`src/rtl/dmem_arbiter.sv`:
```
// dmem_arbiter: shares the single data memory between the CPU data port (m0) and the
// debug/program loader (m1).
//
// Grants are combinational: the winner's fields drive dm_* in the same cycle and DMEM
// writes on the clock edge. Ties in ARB are round-robin. An m1 grant with m1_lock=1
// moves to LOCK1, where m1 has exclusive ownership until it drops m1_lock. Byte addresses
// are rebased from BASE and range-checked. Each grant produces a one-cycle registered
// response on the granted port: rvalid, rdata (read data or 0) and err (out of range).
//
// Build option: define DMEM_ARB_MMIO_EN to add mmio_seg, a 32-bit register at byte
// address BASE+DEPTH_BYTES that drives the 7-segment display. Without it, that address is
// out of range like any other.
//
// Ports:
//   clk, rst                       clock, asynchronous active-low reset
//   m{0,1}_req/we/addr/wdata/be    request fields, held stable until gnt
//   m1_lock                        loader asks for exclusive ownership
//   m{0,1}_gnt                     request accepted this cycle (combinational)
//   m{0,1}_rvalid/rdata/err        registered response, one cycle after gnt
//   dm_ena/w/r/addr/wdata/byteena  DMEM control, valid in the grant cycle
//   dm_rdata                       DMEM read data, combinational from dm_addr
//   mmio_seg                       display register (DMEM_ARB_MMIO_EN only)
module dmem_arbiter #(
  parameter logic [31:0] BASE        = 32'h1001_0000,
  parameter int unsigned DEPTH_BYTES = 2048,
  parameter int unsigned ADDR_W      = 11
) (
  input  logic              clk,
  input  logic              rst,
  input  logic              m0_req,
  input  logic              m0_we,
  input  logic [31:0]       m0_addr,
  input  logic [31:0]       m0_wdata,
  input  logic [3:0]        m0_be,
  output logic              m0_gnt,
  output logic              m0_rvalid,
  output logic [31:0]       m0_rdata,
  output logic              m0_err,
  input  logic              m1_req,
  input  logic              m1_we,
  input  logic [31:0]       m1_addr,
  input  logic [31:0]       m1_wdata,
  input  logic [3:0]        m1_be,
  input  logic              m1_lock,
  output logic              m1_gnt,
  output logic              m1_rvalid,
  output logic [31:0]       m1_rdata,
  output logic              m1_err,
`ifdef DMEM_ARB_MMIO_EN
  output logic [31:0]       mmio_seg,
`endif
  output logic              dm_ena,
  output logic              dm_w,
  output logic              dm_r,
  output logic [ADDR_W-1:0] dm_addr,
  output logic [31:0]       dm_wdata,
  output logic [3:0]        dm_byteena,
  input  logic [31:0]       dm_rdata
);

  typedef enum logic {StArb, StLock1} state_e;

  state_e state_q, state_d;
  logic   last_m1_q, last_m1_d;  // 1: m1 won the last grant, so m0 wins the next tie

  logic        rvalid0_q, rvalid1_q;
  logic        err0_q, err1_q;
  logic [31:0] rdata0_q, rdata1_q;

  logic        gnt0, gnt1, any_gnt;
  logic        sel_we;
  logic [31:0] sel_addr, sel_wdata, off;
  logic [3:0]  sel_be;
  logic        in_range, mmio_hit;
  logic [31:0] rsp_data;
  logic        rsp_err;

  // Arbitration and lock FSM
  always_comb begin
    gnt0      = 1'b0;
    gnt1      = 1'b0;
    state_d   = state_q;
    last_m1_d = last_m1_q;
    unique case (state_q)
      StArb: begin
        if (m0_req && m1_req) begin
          gnt0 = last_m1_q;
          gnt1 = ~last_m1_q;
        end else begin
          gnt0 = m0_req;
          gnt1 = m1_req;
        end
        // Lock is only honoured when m1 actually wins in ARB.
        if (rst && gnt1 && m1_lock) state_d = StLock1;
      end
      StLock1: begin
        gnt1 = m1_req;
        if (!m1_lock) state_d = StArb;
      end
      default: state_d = StArb;
    endcase
    // No grants while reset is held.
    gnt0 = gnt0 & rst;
    gnt1 = gnt1 & rst;
    if (gnt0) last_m1_d = 1'b0;
    if (gnt1) last_m1_d = 1'b1;
    // Leaving LOCK1 hands the next tie to the CPU.
    if (state_q == StLock1 && !m1_lock) last_m1_d = 1'b1;
  end

  assign any_gnt = gnt0 | gnt1;
  assign m0_gnt  = gnt0;
  assign m1_gnt  = gnt1;

  // Winner mux and address decode
  always_comb begin
    sel_we    = gnt1 ? m1_we    : m0_we;
    sel_addr  = gnt1 ? m1_addr  : m0_addr;
    sel_wdata = gnt1 ? m1_wdata : m0_wdata;
    sel_be    = gnt1 ? m1_be    : m0_be;
    // Modulo subtraction: addresses below BASE wrap high and fail the range check.
    off       = sel_addr - BASE;
    in_range  = off < 32'(DEPTH_BYTES);
`ifdef DMEM_ARB_MMIO_EN
    mmio_hit  = off == 32'(DEPTH_BYTES);
`else
    mmio_hit  = 1'b0;
`endif
  end

  always_comb begin
    dm_ena      = any_gnt & in_range;
    dm_w        = dm_ena & sel_we;
    dm_r        = dm_ena & ~sel_we;
    dm_addr     = dm_ena ? off[ADDR_W-1:0] : '0;
    dm_wdata    = dm_ena ? sel_wdata : 32'h0;
    dm_byteena  = dm_ena ? sel_be : 4'h0;
  end

`ifdef DMEM_ARB_MMIO_EN
  logic [31:0] mmio_q, mmio_d;

  always_comb begin
    mmio_d = mmio_q;
    if (any_gnt && mmio_hit && sel_we) begin
      for (int b = 0; b < 4; b++) begin
        if (sel_be[b]) mmio_d[8*b +: 8] = sel_wdata[8*b +: 8];
      end
    end
  end

  always_ff @(posedge clk or negedge rst) begin
    if (!rst) mmio_q <= 32'h0;
    else      mmio_q <= mmio_d;
  end

  assign mmio_seg = mmio_q;
`endif

  // Response contents for the current grant
  always_comb begin
    rsp_data = 32'h0;
    rsp_err  = ~(in_range | mmio_hit);
    if (!sel_we) begin
      if (in_range) begin
        rsp_data = dm_rdata;
      end
`ifdef DMEM_ARB_MMIO_EN
      else if (mmio_hit) begin
        rsp_data = mmio_q;
      end
`endif
    end
  end

  always_ff @(posedge clk or negedge rst) begin
    if (!rst) begin
      state_q   <= StArb;
      last_m1_q <= 1'b1;
      rvalid0_q <= 1'b0;
      rvalid1_q <= 1'b0;
      err0_q    <= 1'b0;
      err1_q    <= 1'b0;
      rdata0_q  <= 32'h0;
      rdata1_q  <= 32'h0;
    end else begin
      state_q   <= state_d;
      last_m1_q <= last_m1_d;
      rvalid0_q <= gnt0;
      rvalid1_q <= gnt1;
      err0_q    <= gnt0 & rsp_err;
      err1_q    <= gnt1 & rsp_err;
      // rdata holds between responses.
      if (gnt0) rdata0_q <= rsp_data;
      if (gnt1) rdata1_q <= rsp_data;
    end
  end

  assign m0_rvalid = rvalid0_q;
  assign m0_rdata  = rdata0_q;
  assign m0_err    = err0_q;
  assign m1_rvalid = rvalid1_q;
  assign m1_rdata  = rdata1_q;
  assign m1_err    = err1_q;

endmodule

```
`config.mk`:
```
export PLATFORM = sky130hd
export DESIGN_NAME = dmem_arbiter
export DESIGN_NICKNAME = d
export VERILOG_FILES = /design/src/rtl/dmem_arbiter.sv
export SDC_FILE = /design/constraint.sdc
export NUM_CORES = 1
export LEC_CHECK = 0
export BUFFER_PORTS_ARGS = -buffer_cell sky130_fd_sc_hd__buf_4
export CAP_MARGIN = 5
export CORE_AREA = 2 2 116 118
export DETAILED_ROUTE_END_ITERATION = 12
export DIE_AREA = 0 0 118 120
export PLACE_DENSITY = 0.65
export SLEW_MARGIN = 30
export SYNTH_ARGS = -nofsm -noshare
export SYNTH_HDL_FRONTEND = slang
export SYNTH_SLANG_ARGS = --single-unit
```
`constraint.sdc`:
```
create_clock -name clk -period 6 [get_ports clk]
set_input_delay 1.8 -clock clk [delete_from_list [all_inputs] [get_ports clk]]
set_output_delay 1.8 -clock clk [all_outputs]
set_load 0.05 [all_outputs]
```
==> results.cfg, run 1 <==
[outcome]
outcome = complete, no violations

[timing]
final.setup.tns_ns = 0
relSlewSlack_pct = 55.4
setup_slack_ns = 0.0893
tightest_slew_ns = 0.670
report.final.slew_viol_count = 0
finalSetupViolCount = 0
rsz0062_at_grt = no
post-route-min-period_ns = 5.91
achievable-frequency_mhz = 169
timing.final.crit_share_pct = 98.5
worst_hold_slack_ns = 0.510
finalHoldViolations = 0
clock_skews_ns = 0.00686

[layout]
final-seq-area_um2 = 1750
fin_nets = 815
filler_cell_count = 1186
multi_input_gate_area_um2 = 2180
utilization_pct = 52.3
layout-drive-gt1-share_pct = 63.7
syn_to_final_growth_pct = 66.1

[routing]
number_of_drc_violations_after_detailed_routing = 0
post_drt_via_cell_ratio = 4.94
drt-initial-drc-count = 276
detail_route.wl_per_cell_um = 17.7
postRouteWirelength_um = 14600
route.antenna.remaining_nets = 0
drt_first_pass_iters = 4
num_vias = 4060

[synth]
synth_fp_nets = 527
synth.ff_latch_count = 70
synth-seq-area-share_pct = 42.9
postSynthAreaPerCell_um2 = 11.6
synthDistinctLibCells = 47
synth.largest_area_cell = dfrtp_1
netlist_instances = 352
yosys_warnings = 0
synthDominantCellAreaShare_pct = 42.2
synth_edf_count = 0
post_synth_main_area_contributors = dfrtp_1 42%, mux2i_1 12%, nor3_2 12%
netlist_area_um2 = 4090
async_flop_share_pct = 100
yosys_most_used_dff = dfrtp_1

[clocking]
cts-root-buf = clkbuf_16
cts_hold_buffers = 0
clock_insertion_delay_worst_skew_ns = 0.33
clk_path_buf_depth = 2
cts_tree = done
clock_tree.htree_level_count = 3
cts_made_buffers = 9
post_cts_resize_count = 0
cts_setup_buffers = 0
cts.clk_slew.worst_paths_ns = 0.06
clock-sinks = 70

[placement]
dp_worst_setup_slack_ns = 0.111
gp_congestion = 0.798
portBuffers = 294
place_hpwl_um = 11200

[power_and_ir_drop]
internal_power_mw = 0.891
clockPowerShare_pct = 40.5
p_leak_nw = 3.54
swShare_pct = 25.5
switchingPower_mw = 0.304
share_comb_of_total_power_pct = 19.3
vdd_drop_max_uv = 106
power.share.sequential_pct = 40.3
totalPowerFinal_mw = 1.20
power_per_cell_area_nw_per_um2 = 176

[global_routing]
grt_antenna_before_repair = 2
grt_start_max_net_pins = 74
first_global_vias = 4074
globalRouteOverflowTotal = 0
grt_first_pass_wirelength_um = 22200
grt_usage_pct = 19.9

[worst_setup_path]
timing.setup.critical_path_class = primary input to output pin
worstReg2RegStart = state_q$_DFF_PN0_
cp_max_fo = 37
crit_arrival_ns = 4.11
cp-start-kind = primary input
critical-path-slowest-cell = or4_4
startpoint = m0_addr[22]
cp-end-kind = output pin
cpMostUsedCell = buf_4
required_ns = 4.20
cp_cell_sequence = buf_4, or4_4, or3_4, o221ai_2, o21ai_1, a211o_2, buf_12, nor3_2, buf_4
max_stage_delay_ns = 0.53

[floorplan]
initial_utilization_pct = 31.5
core.rowCount = 42
die_width_um = 118
pin_count = 295
fp.dieArea_um2 = 14200
floorplan.core_area_um2 = 13000
die_height_um = 120

[job]
cap_viol_max_count = 0

[worst_hold_path]
hold_path.class = flip-flop to flip-flop
worstHoldStart = m1_rdata[1]$_DFFE_PN0N_
-- layout make-up --
class / instances / area share [%]
tap: 176 / 3.24
inverter: 3 / 0.166
antenna: 2 / 0.0737
clock inverter: 4 / 0.332
sequential: 70 / 25.8
clock buffer: 11 / 3.72
timing repair buffer: 309 / 34.6
multi-input combinational: 247 / 32.1
-- sequential cells by signal, summed over array words and instances (netlist names) --
register and cells:
m0_err 1, m1_rdata 32, m0_rvalid 1, m0_rdata 32
last_m1_q 1, m1_rvalid 1, state_q 1, m1_err 1
-- placed cells by master (no fill, tap or decap), types with 2 or more instances in the layout --
cell	count
dfrtp_1	69
nor2_1	5
clkinv_2	3
a31o_1	10
clkbuf_8	2
nor3_2	47
buf_12	2
diode_2	2
nor4_1	5
clkbuf_16	9
or3_1	2
a22o_1	32
or3_4	2
and2_1	34
nor3_1	3
buf_4	306
o21ai_2	2
nand2b_1	3
mux2i_1	49
a31o_2	22
nand2_1	4
-- cells in the mapped netlist (2+ instances only) --
cell and n:
dfrtp_1 69, a22o_1 32, nor3_2 48, or3_4 2, a31o_2 22, nand2b_1 3
buf_2 4, o21ai_0 2, or3_1 2, nand2_1 4, nor4_1 5, buf_6 8
and2_1 34, a31o_1 10, clkbuf_1 20, mux2i_1 49, nor2_1 5, nor3_1 3
o21ai_2 2
-- worst paths after layout --
kind	to	slack [ns]	cells after the start
max in group asynchronous	m0_rdata[18]$_DFFE_PN0P_	3.95	2
worst max register to register	m1_rdata[15]$_DFFE_PN0N_	3.17	9
worst min-delay path	m1_rdata[1]$_DFFE_PN0N_	0.51	1
worst min register to register	m1_rdata[1]$_DFFE_PN0N_	0.51	1
worst max-delay path	dm_wdata[31]	0.09	9
min in group asynchronous	m0_rdata[25]$_DFFE_PN0P_	1.59	2
-- critical path: cells and delay by family --
family / cells / cell delay, ns
buffers and inverters: 3 / 0.54
AO/OA/AOI/OAI: 3 / 0.64
AND/OR/NAND/NOR: 3 / 1.11
-- routing by layer --
layer | global-route usage, % | wire, µm | vias to the layer above
li1 | - | - | 1909
met1 | 23.0 | 5700 | 1956
met2 | 35.3 | 7550 | 180
met3 | 6.27 | 1080 | 15
met4 | 6.10 | 229 | 0
met5 | 0 | 0 | -
-- cell families (layout without fill, tap and decap cells) --
family	count (synthesis)	count (layout)	synth area share, %
and+or+nand+nor	117	117	22.7
AOI/OAI and AO/OA	80	80	17.4
DFF	70	70	42.9
muxes	50	50	12.3
buffers and inverters	35	327	4.80
other	0	2	0
-- power groups by stage --
stage / Combinational, mW / Clock (mW) / Sequential [mW]
after floorplan: 0.0884 / 0 / 0.496
after global routing: 0.248 / 0.525 / 0.482
after CTS: 0.232 / 0.498 / 0.481
after detailed placement: 0.232 / 0 / 0.490
after global placement: 0.229 / 0 / 0.489
final: 0.230 / 0.484 / 0.482
-- through the flow --
| step | instances | area [µm²] |
|---|---|---|
| finish | 822 | 6790 |
| global route | 822 | 6790 |
| CTS | 820 | 6780 |
| detailed placement | 805 | 6510 |
| global placement | 805 | 6510 |
| floorplan | 352 | 4100 |
Power figures use the tool's default switching activity.
==> inputs of run 2 (changes only) <==
==> constraint.sdc (replaced) <==
create_clock -name clk -period 6 [get_ports clk]
set_input_delay 1.2 -clock clk [delete_from_list [all_inputs] [get_ports clk]]
set_output_delay 1.2 -clock clk [all_outputs]
set_load 0.05 [all_outputs]
==> results.cfg, run 2 (same netlist as run 1, synthesis figures left out) <==
[timing]
tightest_slew_ns = 0.801
timing.final.crit_share_pct = 88.8
finalSetupViolCount = 0
post-route-min-period_ns = 5.33
report.final.slew_viol_count = 0
rsz0062_at_grt = no
finalHoldViolations = 0
clock_skews_ns = 0.00299
relSlewSlack_pct = 46.6
achievable-frequency_mhz = 188
worst_hold_slack_ns = 0.503
final.setup.tns_ns = 0

[worst_hold_path]
hold_path.class = flip-flop to flip-flop

[layout]
syn_to_final_growth_pct = 64.8
final-seq-area_um2 = 1750
most-common-layout-cells = 299 x buf_4, 69 x dfrtp_1, 49 x mux2i_1
multi_input_gate_area_um2 = 2170
layout-drive-gt1-share_pct = 63.2
post_layout_nonfiller_instances = 814
final_common_cell = buf_4
fin_nets = 807
filler_cell_count = 1156
fin_area_um2 = 6740

[clocking]
clock_insertion_delay_worst_skew_ns = 0.32
clk_path_buf_depth = 2
cts_hold_buffers = 0
cts_setup_buffers = 0
cts_tree = done
post_cts_resize_count = 0
clock-sinks = 70
cts.clk_slew.worst_paths_ns = 0.05
clock_tree.htree_level_count = 3
cts-root-buf = clkbuf_16
cts_made_buffers = 9

[power_and_ir_drop]
p_leak_nw = 3.50
totalPowerFinal_mw = 1.25
vdd_drop_max_uv = 135
power_per_cell_area_nw_per_um2 = 186

[global_routing]
grt_usage_pct = 19.9
first_global_vias = 4171
globalRouteOverflowTotal = 0
grt_start_max_net_pins = 74
grt_antenna_before_repair = 2
grt_first_pass_wirelength_um = 22200

[floorplan]
die_height_um = 120
fp.dieArea_um2 = 14200
floorplan.core_area_um2 = 13000
initial_utilization_pct = 31.5
die_width_um = 118
core.rowCount = 42
pin_count = 295

[worst_setup_path]
timing.setup.critical_path_class = primary input to output pin
required_ns = 4.80
cp-end-kind = output pin
crit_arrival_ns = 4.13
cp_max_fo = 50
critical_path.top_delay_family = buffers and inverters
max_stage_delay_ns = 0.70
crit_buf_inv = 4
critical-path-slowest-cell = buf_4
cp_cell_sequence = buf_4, nor2b_1, a21o_4, buf_4, o221ai_2, o21ai_1, a211o_2, buf_12, nor3_2, buf_4
cp-start-kind = primary input
cpMostUsedCell = buf_4

[routing]
number_of_drc_violations_after_detailed_routing = 0
detail_route.wl_per_cell_um = 17.9
route.antenna.remaining_nets = 0
postRouteWirelength_um = 14600
drt-initial-drc-count = 233
post_drt_via_cell_ratio = 4.94
num_vias = 4019
drt_first_pass_iters = 5

[placement]
portBuffers = 294
gp_congestion = 0.842
placed_cell_area_um2 = 6420
place_hpwl_um = 11200
numPlacedInstances = 797

[outcome]
outcome = complete, no violations

[job]
cap_viol_max_count = 0
run 2: final timing paths:
path | start | to | slack, ns | cells past startpoint
min in group asynchronous | rst | m1_rdata[24]$_DFFE_PN0N_ | 1.00 | 2
hold reg to reg | m1_rdata[15]$_DFFE_PN0N_ | m1_rdata[15]$_DFFE_PN0N_ | 0.50 | 1
max in group asynchronous | rst | m1_rdata[16]$_DFFE_PN0N_ | 4.55 | 2
hold / removal | m1_rdata[15]$_DFFE_PN0N_ | m1_rdata[15]$_DFFE_PN0N_ | 0.50 | 1
setup reg to reg | state_q$_DFF_PN0_ | m0_rdata[14]$_DFFE_PN0P_ | 2.91 | 8
setup / recovery | m0_req | dm_wdata[31] | 0.67 | 10
run 2: layout make-up:
cell class,instances,area share (%)
Antenna cell,2,0.0743
Clock buffer,10,3.40
Clock inverter,5,1.11
Inverter,3,0.186
Multi-Input combinational cell,247,32.2
Sequential cell,70,26.0
Tap cell,176,3.27
Timing Repair Buffer,301,33.8
run 2: report_power, final:
group / leakage, nW / total (mW) / switching (mW) / internal [mW]
Combinational: 2.38 / 0.222 / 0.112 / 0.110
Sequential: 0.971 / 0.482 / 0.00360 / 0.478
Clock: 0.152 / 0.548 / 0.189 / 0.359
run 2: per-layer routing:
layer,GRT usage (%),wire length (µm)
met4,8.06,358
met2,34.7,7550
met5,0,0
met3,6.61,1200
met1,22.4,5490
run 2: metrics by stage:
step | worst slack [ns] | util [%]
after floorplan | 1.12 | -
after global routing | 0.489 | 51.9
after detailed placement | 0.681 | 49.5
after CTS | 0.668 | 51.8
after global placement | 0.784 | 49.5
final | 0.673 | 51.9
==> inputs of run 3 (changes only) <==
Settings changed: ABC_AREA set to 1, PLACE_DENSITY 0.65 to 0.66.
==> results.cfg, run 3 <==
[placement]
place_hpwl_um = 12700
gp_congestion = 0.943
placed_cell_area_um2 = 6490
portBuffers = 294

[worst_setup_path]
required_ns = 4.80
cp_max_fo = 56
critical-path-slowest-cell = nand2_4
cp-start-kind = primary input
timing.setup.critical_path_class = primary input to output pin
cp-end-kind = output pin
max_stage_delay_ns = 0.59
cp_cell_sequence = buf_4, nand3_2, nand2_4, nand2_1, o21ai_2, nand2_2, nor2_4, nand3_1, nand3_1, nand2_2, nand2_2, inv_2, o21ai_4, buf_4, nor2_1, buf_4
critical_path.top_delay_family = simple AND/OR/NAND/NOR gates
crit_buf_inv = 4
crit_arrival_ns = 4.30

[synth]
yosys_most_used_dff = dfrtp_1
postSynthAreaPerCell_um2 = 7.83
synth-adder-area-share_pct = 0
netlist_area_um2 = 4170
synth-seq-area-share_pct = 42.1
synthDominantCellAreaShare_pct = 41.4
synth_fp_nets = 707
synth_edf_count = 0
combinational_family_with_the_most_area_after_synthesis = simple AND/OR/NAND/NOR gates
synthSimpleGateAreaFrac_pct = 35.9
synth.largest_area_cell = dfrtp_1
post_synth_main_area_contributors = dfrtp_1 41%, nand2_1 14%, mux2i_1 12%
synthDistinctLibCells = 26
xor_xnor_share_of_the_synthesized_area_pct = 0
yosys_warnings = 0
multiplexer_area_fraction_after_synthesis_pct = 11.5
netlist_instances = 532
synth.ff_latch_count = 70
synth-compound-area-share_pct = 3.27
synthMostInstantiatedCell = nand2_1
post_synth_most_frequent_cells = 152 x nand2_1, 81 x nor2_1, 69 x dfrtp_1, 50 x nand3_1, 48 x mux2i_1
async_flop_share_pct = 100

[power_and_ir_drop]
vdd_drop_max_uv = 164
power_per_cell_area_nw_per_um2 = 222
p_leak_nw = 3.99

[clocking]
cts_tree = done
cts_made_buffers = 9
cts-root-buf = clkbuf_16
cts_setup_buffers = 0
clk_path_buf_depth = 2
clock-sinks = 70
cts_hold_buffers = 0
cts.clk_slew.worst_paths_ns = 0.06
clock_insertion_delay_worst_skew_ns = 0.33
post_cts_resize_count = 0
clock_tree.htree_level_count = 3

[global_routing]
grt_first_pass_wirelength_um = 25100
grt_antenna_before_repair = 0
globalRouteOverflowTotal = 0
grt_usage_pct = 22.4
grt_start_max_net_pins = 71
first_global_vias = 4701

[timing]
report.final.slew_viol_count = 0
achievable-frequency_mhz = 182
clock_skews_ns = 0.00833
finalHoldViolations = 0
relSlewSlack_pct = 51.0
timing.final.crit_share_pct = 91.6
post-route-min-period_ns = 5.50
final.setup.tns_ns = 0
finalSetupViolCount = 0
tightest_slew_ns = 0.732
rsz0062_at_grt = no

[layout]
final_common_cell = buf_4
antenna-diode-count = 0
filler_cell_count = 1211
fin_nets = 988
multi_input_gate_area_um2 = 2140
fin_area_um2 = 6810
layout-drive-gt1-share_pct = 42.7
syn_to_final_growth_pct = 63.5
final-seq-area_um2 = 1750
most-common-layout-cells = 303 x buf_4, 152 x nand2_1, 81 x nor2_1

[routing]
route.antenna.remaining_nets = 0
postRouteWirelength_um = 16200
post_drt_via_cell_ratio = 4.74
drt_first_pass_iters = 5
number_of_drc_violations_after_detailed_routing = 0
detail_route.wl_per_cell_um = 16.3
num_vias = 4712
drt-initial-drc-count = 265

[floorplan]
pin_count = 295
fp.dieArea_um2 = 14200
die_height_um = 120
die_width_um = 118
floorplan.core_area_um2 = 13000
core.rowCount = 42
initial_utilization_pct = 32.1

[worst_hold_path]
hold_path.class = flip-flop to flip-flop

[outcome]
outcome = complete, no violations

[job]
cap_viol_max_count = 0
[run 3: per-layer routing]
layer  vias up  share of wire, %  global-route usage [%]
li1       2296                 -                       -
met1      2188                38                    25.5
met2       199                52                    40.7
met3        29               6.5                    5.09
met4         0               3.1                    8.58
met5         -                 0                       0
[run 3: power breakdown]
| group | internal (mW) | switching, mW |
|---|---|---|
| clock network | 0.367 | 0.214 |
| logic | 0.160 | 0.251 |
| registers | 0.503 | 0.0173 |
| total | 1.03 | 0.483 |
[run 3: through the flow]
step                      std cells  worst slack [ns]  hold slack [ns]  total power, mW  util (%)
after floorplan                 532              1.36            0.536            0.750         -
after global placement          978             0.698            0.465            0.935      50.0
after detailed placement        978             0.550            0.471            0.940      50.0
after CTS                       994             0.538            0.487             1.53      52.5
after global routing            994             0.198            0.507             1.58      52.5
final                           994             0.505            0.482             1.51      52.5
[run 3: tightest hold or removal path, cell delays in order, from the launching register on]
cell,delay [ns]
dfrtp_1,0.34
nand2_1,0.05
nand2_1,0.05
[run 3: kinds of logic (layout without fill, tap and decap cells)]
family | Yosys count | count (layout)
and+or+nand+nor | 332 | 332
muxes | 48 | 48
DFF | 70 | 70
AOI/OAI and AO/OA | 23 | 23
buffers and inverters | 59 | 345
[run 3: final timing paths]
kind,from,end,cells after the start,slack [ns]
worst max-delay path,m0_req,dm_wdata[7],16,0.50
worst min-delay path,m1_rdata[19]$_DFFE_PN0N_,m1_rdata[19]$_DFFE_PN0N_,2,0.48
worst max register to register,last_m1_q$_DFFE_PN1P_,m0_rdata[9]$_DFFE_PN0P_,15,2.59
worst min register to register,m1_rdata[19]$_DFFE_PN0N_,m1_rdata[19]$_DFFE_PN0N_,2,0.48
max in group asynchronous,rst,m0_err$_DFF_PN0_,2,4.54
min in group asynchronous,rst,m0_rdata[16]$_DFFE_PN0P_,2,1.00
[run 3: cell type report]
| cell class | instances | area share (%) |
|---|---|---|
| sequential | 70 | 25.7 |
| multi-input combinational | 403 | 31.4 |
| inverter | 25 | 1.38 |
| clock buffer | 10 | 3.36 |
| tap | 176 | 3.23 |
| timing repair buffer | 304 | 33.5 |
| clock inverter | 6 | 1.38 |
